===== config.mk =====
export PLATFORM = sky130hd
export DESIGN_NAME = hazard_ctrl
export DESIGN_NICKNAME = d
export VERILOG_FILES = /design/src/rtl/hazard_ctrl.sv
export SDC_FILE = /design/constraint.sdc
export NUM_CORES = 1
export LEC_CHECK = 0
export CORE_ASPECT_RATIO = 1.4
export CORE_MARGIN = 1
export CORE_UTILIZATION = 50
export DETAILED_ROUTE_END_ITERATION = 7
export PLACE_DENSITY_LB_ADDON = 0.05
export SYNTH_ARGS = -nofsm -noshare
export SYNTH_HDL_FRONTEND = slang
export SYNTH_SLANG_ARGS = --single-unit

===== constraint.sdc =====
create_clock -name clk -period 2.9 [get_ports clk]
set_clock_uncertainty 0.1 [all_clocks]
set_input_delay 0.58 -clock clk [delete_from_list [all_inputs] [get_ports clk]]
set_output_delay 0.58 -clock clk [all_outputs]
set_load 0.03 [all_outputs]

===== src/rtl/hazard_ctrl.sv =====
// Hazard controller for the 5-stage RV32 pipeline. Tracks rd/we/load status of EX, MEM and WB
// and derives stall, flush and operand-forwarding selects for the ID-stage instruction.
module hazard_ctrl #(
  parameter bit FWD_EN = 1'b1,
  parameter int CNT_W  = 32
) (
  input  logic             clk,
  input  logic             rst_n,
  input  logic             id_valid,
  input  logic [4:0]       id_rs1,
  input  logic [4:0]       id_rs2,
  input  logic             id_re1,
  input  logic             id_re2,
  input  logic [4:0]       id_rd,
  input  logic             id_rf_we,
  input  logic [1:0]       id_wd_sel,
  input  logic             ex_redirect,
  input  logic             hold,
  output logic             pc_stall,
  output logic             ifid_stall,
  output logic             ifid_flush,
  output logic             idex_flush,
  output logic             pipe_hold,
  output logic [1:0]       fwd_a_sel,
  output logic [1:0]       fwd_b_sel,
  output logic [CNT_W-1:0] stall_cnt,
  output logic [CNT_W-1:0] flush_cnt
);

  typedef struct packed {
    logic       v;
    logic [4:0] rd;
    logic       we;
    logic       ld;
  } trk_t;

  trk_t ex_q, ex_d, mem_q, mem_d, wb_q, wb_d;
  logic [CNT_W-1:0] stall_cnt_q, stall_cnt_d, flush_cnt_q, flush_cnt_d;

  logic use_ex, use_mem, use_wb, data_haz, stall_evt, flush_evt;

  // x0 never matches because the rd!=0 term rejects it.
  function automatic logic hit(input trk_t e, input logic [4:0] rs);
    return e.v & e.we & (e.rd != 5'd0) & (e.rd == rs);
  endfunction

  function automatic logic [1:0] fwd_sel(input trk_t e, input trk_t m, input trk_t w,
                                         input logic [4:0] rs);
    if (hit(e, rs))      return 2'd1;
    else if (hit(m, rs)) return 2'd2;
    else if (hit(w, rs)) return 2'd3;
    else                 return 2'd0;
  endfunction

  always_comb begin
    use_ex  = id_valid & ((id_re1 & hit(ex_q, id_rs1))  | (id_re2 & hit(ex_q, id_rs2)));
    use_mem = id_valid & ((id_re1 & hit(mem_q, id_rs1)) | (id_re2 & hit(mem_q, id_rs2)));
    use_wb  = id_valid & ((id_re1 & hit(wb_q, id_rs1))  | (id_re2 & hit(wb_q, id_rs2)));
    if (FWD_EN) data_haz = use_ex & ex_q.ld;
    else        data_haz = use_ex | use_mem | use_wb;

    pc_stall   = 1'b0;
    ifid_stall = 1'b0;
    ifid_flush = 1'b0;
    idex_flush = 1'b0;
    pipe_hold  = hold;
    stall_evt  = 1'b0;
    flush_evt  = 1'b0;
    if (!rst_n) begin
      pipe_hold = hold;
    end else if (hold) begin
      pc_stall   = 1'b1;
      ifid_stall = 1'b1;
    end else if (ex_redirect) begin
      // The ID instruction is wrong-path, so a pending data stall is irrelevant.
      ifid_flush = 1'b1;
      idex_flush = 1'b1;
      flush_evt  = 1'b1;
    end else if (data_haz) begin
      pc_stall   = 1'b1;
      ifid_stall = 1'b1;
      idex_flush = 1'b1;
      stall_evt  = 1'b1;
    end

    fwd_a_sel = 2'd0;
    fwd_b_sel = 2'd0;
    if (FWD_EN) begin
      fwd_a_sel = fwd_sel(ex_q, mem_q, wb_q, id_rs1);
      fwd_b_sel = fwd_sel(ex_q, mem_q, wb_q, id_rs2);
    end
  end

  always_comb begin
    ex_d        = ex_q;
    mem_d       = mem_q;
    wb_d        = wb_q;
    stall_cnt_d = stall_cnt_q + CNT_W'(stall_evt);
    flush_cnt_d = flush_cnt_q + CNT_W'(flush_evt);
    if (!hold) begin
      wb_d  = mem_q;
      mem_d = ex_q;
      ex_d  = '{v: id_valid & ~idex_flush, rd: id_rd, we: id_rf_we, ld: (id_wd_sel == 2'd3)};
    end
  end

  always_ff @(posedge clk or negedge rst_n) begin
    if (!rst_n) begin
      ex_q        <= '0;
      mem_q       <= '0;
      wb_q        <= '0;
      stall_cnt_q <= '0;
      flush_cnt_q <= '0;
    end else begin
      ex_q        <= ex_d;
      mem_q       <= mem_d;
      wb_q        <= wb_d;
      stall_cnt_q <= stall_cnt_d;
      flush_cnt_q <= flush_cnt_d;
    end
  end

  assign stall_cnt = stall_cnt_q;
  assign flush_cnt = flush_cnt_q;

endmodule


==> results.yml <==
outcome:
  outcome: "finished with violations"
  violations: "DRC"
setup_path:
  start_kind: "register"
  path_depth: 6
  cpMostUsedCell: "buf_4"
  crit_buf_inv: 2
  rr_startpoint: "ex_q[2]"
  end_kind: "output port"
  cp_cell_sequence: "or3_1, o311a_1, buf_4, nand3_1, o21a_1, buf_4"
  path_max_fanout: 5
  cp_top_family: "simple AND/OR/NAND/NOR gates"
  critPathSlowestCell: "dfrtp_1"
  critPathMaxStageDelay_ns: 0.46
  ff2ff_path_depth: 12
  r2r-end: "stall_cnt[10]"
  critPathKind: "reg2out"
  r2r_slack_ns: 0.23
  worstPathArrival_ns: 2.11
  required_ns: 2.22
route:
  detail_route.wl_per_cell_um: 15.8
  drc: 2
  viasPerCell: 5.24
  drt-initial-drc-count: 133
  drt_first_pass_iters: 6
  dr_total_vias: 3178
  drt-total-wl_um: 9580
  ant_nets: 0
cells_and_area:
  drive_gt1_frac: 0.208
  stdcell_count: 606
  nNetsFinal: 529
  area_growth_pct: 40.8
  nFillCells: 651
  antenna_cells: 0
placement:
  dp_slack_ns: -0.569
  place_congestion: 0.806
  dp.cells: 587
  io_buffers: 97
  dp_hpwl_um: 6880
die:
  rows: 39
  start_util: 0.513
  die_h_um: 110
  dieWidth_um: 79.3
  num_io_pins: 98
  die_area_sq_mm: 0.00873
  coreArea_sq_mm: 0.00815
power_and_ir_drop:
  netSwitchingPower_uw: 761
  seqPwrFrac: 0.472
  clockPowerShare: 0.374
  p_leak_uw: 0.00262
  p_comb_frac: 0.154
  vdd_drop_max_mv: 0.455
  p_sw_frac: 0.261
  p_per_area_mw_per_mm2: 497
  internal-power_uw: 2160
  total_power_uw: 2920
timing:
  period_share: 0.963
  worst_slew_margin_rel: 0.515
  finalSetupViolCount: 0
  tightest_slew_ns: 0.727
  hold_viol_final: 0
  slew_violations: 0
  fmax_mhz: 358
  fin_crit_ns: 2.79
  setup_slack_ns: 0.107
  rsz0062_at_grt: "no"
global_route:
  grt_usage: 0.228
  antenna_found_initial: 0
  grt_pass1_wl_um: 15100
  grt.overflow.total: 0
  grt_start_max_net_pins: 62
  first_global_vias: 3130
logic_synthesis:
  synthCells: 360
  synth_area_sq_mm: 0.00418
  ys_warn_count: 0
  avgSynthCellArea_sq_um: 11.6
  ys_ff_latch: 86
  ys_types: 36
  yosysSeqAreaShare: 0.515
  synth_edf_count: 0
  syn_nets: 389
  synth_ff_type: "dfrtp_1"
  async_flop_share: 1.00
clock_network:
  cts-buffers-inserted: 9
  cts_tree: "built"
  cts_root_buf: "clkbuf_16"
  ctsHoldBuffers: 0
  path_clk_slew_ns: 0.06
  clock_sinks: 86
  clockBufferDepth: 2
  htree_levels: 3
  worstSkewPairLatency_ns: 0.33
min_path:
  hp-class: "in2async"
job:
  maxCapViolCount: 0
==> synthesized netlist by cell type, types with 2 or more instances <==
cell type  number  area share
nor4_2          2      0.0060
and2_1          2      0.0030
and4_1          4      0.0084
nor3_1          8      0.0096
inv_1           4      0.0036
nand3_1        33       0.040
o21a_1          3      0.0054
buf_1           2      0.0018
nor4_4          2       0.010
nor2_1         14       0.013
xnor2_1        56        0.12
or3_1           2      0.0030
xor2_1         34       0.071
nor4_1          2      0.0030
o21ai_0         5      0.0060
nor2b_1         2      0.0030
dfrtp_1        86        0.51
o311a_1         2      0.0048
nand4_1        25       0.037
nand2_1        19       0.017
mux2_2         20       0.054
nor3_2          3      0.0072
and3_1         12       0.018
ha_1            4       0.012
buf_4           3      0.0054
==> registers in the layout (all words and copies together) (netlist names) <==
name,count
mem_q,7
stall_cnt,32
flush_cnt,32
ex_q,8
wb_q,7
==> cell families after synthesis <==
group | share of synthesized area
muxes | 0.0539
and+or+nand+nor | 0.195
DFF | 0.515
buffers and inverters | 0.0117
adders and majority gates | 0.0120
AOI/OAI and AO/OA | 0.0237
xor gates and xnor gates | 0.189
==> per-layer routing <==
metal / part of all wire / GRT usage / wire (um)
met4: 0.013 / 0.0740 / 121
met2: 0.52 / 0.398 / 4950
met1: 0.43 / 0.281 / 4110
met3: 0.042 / 0.0444 / 399
met5: 0 / 0 / 0
==> worst max-delay path by stage <==
stage,startpoint,to
global placement,id_rs1[0],stall_cnt[16]
detailed placement,id_rs1[0],stall_cnt[16]
floorplan,id_rs1[3],pc_stall
CTS,id_rs1[2],stall_cnt[17]
finish,ex_q[2],fwd_a_sel[1]
global route,id_rs1[2],stall_cnt[22]
==> worst register-to-register path: stages, from the launching register on <==
cell     delay [ns]
dfrtp_1        0.46
or3_1          0.44
o311a_1        0.32
nand3_1        0.11
nor4b_2        0.05
buf_4          0.15
ha_4           0.16
ha_2           0.19
nand3_4        0.09
nor3_2         0.04
buf_4          0.17
buf_4          0.13
xor2_1         0.13
==> power by group through the flow <==
stage | Combinational (uW) | Clock [uW] | Sequential (uW)
5_1_grt | 486 | 1170 | 1390
3_3_place_gp | 425 | 0 | 1390
6_report | 449 | 1090 | 1380
4_1_cts | 444 | 1120 | 1380
2_1_floorplan | 171 | 0 | 1430
3_5_place_dp | 436 | 0 | 1400
==> layout make-up <==
cell class,count,area [sq um],area share
sequential,86,2150,0.366
clock inverter,4,48.8,0.00829
clock buffer,11,233,0.0395
inverter,4,15.0,0.00255
tap,102,128,0.0217
multi-input combinational,264,2070,0.352
timing repair buffer,135,1240,0.210
==> cells in the final DEF, fill, tap and decap left out, types with 4 or more instances in the layout <==
| cell | netlist | layout |
|---|---|---|
| and4_1 | 4 | 4 |
| inv_1 | 4 | 4 |
| dlymetal6s2s_1 | 0 | 4 |
| clkbuf_16 | 0 | 9 |
| dlygate4sd2_1 | 0 | 4 |
| nand2_1 | 19 | 19 |
| and3_1 | 12 | 11 |
| dfrtp_1 | 86 | 86 |
| mux2_2 | 20 | 20 |
| nand3_1 | 33 | 32 |
| nor3_2 | 3 | 7 |
| o21ai_0 | 5 | 5 |
| xor2_1 | 34 | 34 |
| buf_4 | 3 | 48 |
| clkdlybuf4s50_1 | 0 | 79 |
| nor2_1 | 14 | 12 |
| xnor2_1 | 56 | 54 |
| nor3_1 | 8 | 4 |
| nand4_1 | 25 | 25 |
==> through the flow <==
step           TNS (ns)  utilization  cell area [sq um]  hold slack [ns]
5_1_grt               0        0.722               5890            0.213
2_1_floorplan         0            -               4180            0.184
3_3_place_gp      -8.92        0.672               5470            0.367
3_5_place_dp     -10.57        0.672               5470            0.363
4_1_cts               0        0.713               5810            0.200
6_report              0        0.722               5890            0.193
==> what timing repair did <==
item,4_1_cts,5_1_grt
endpoints found under the setup margin,20,18
pin swaps,7,7
gates resized for setup,12,13
setup buffers,2,2
(Power assumes the default switching activity.)
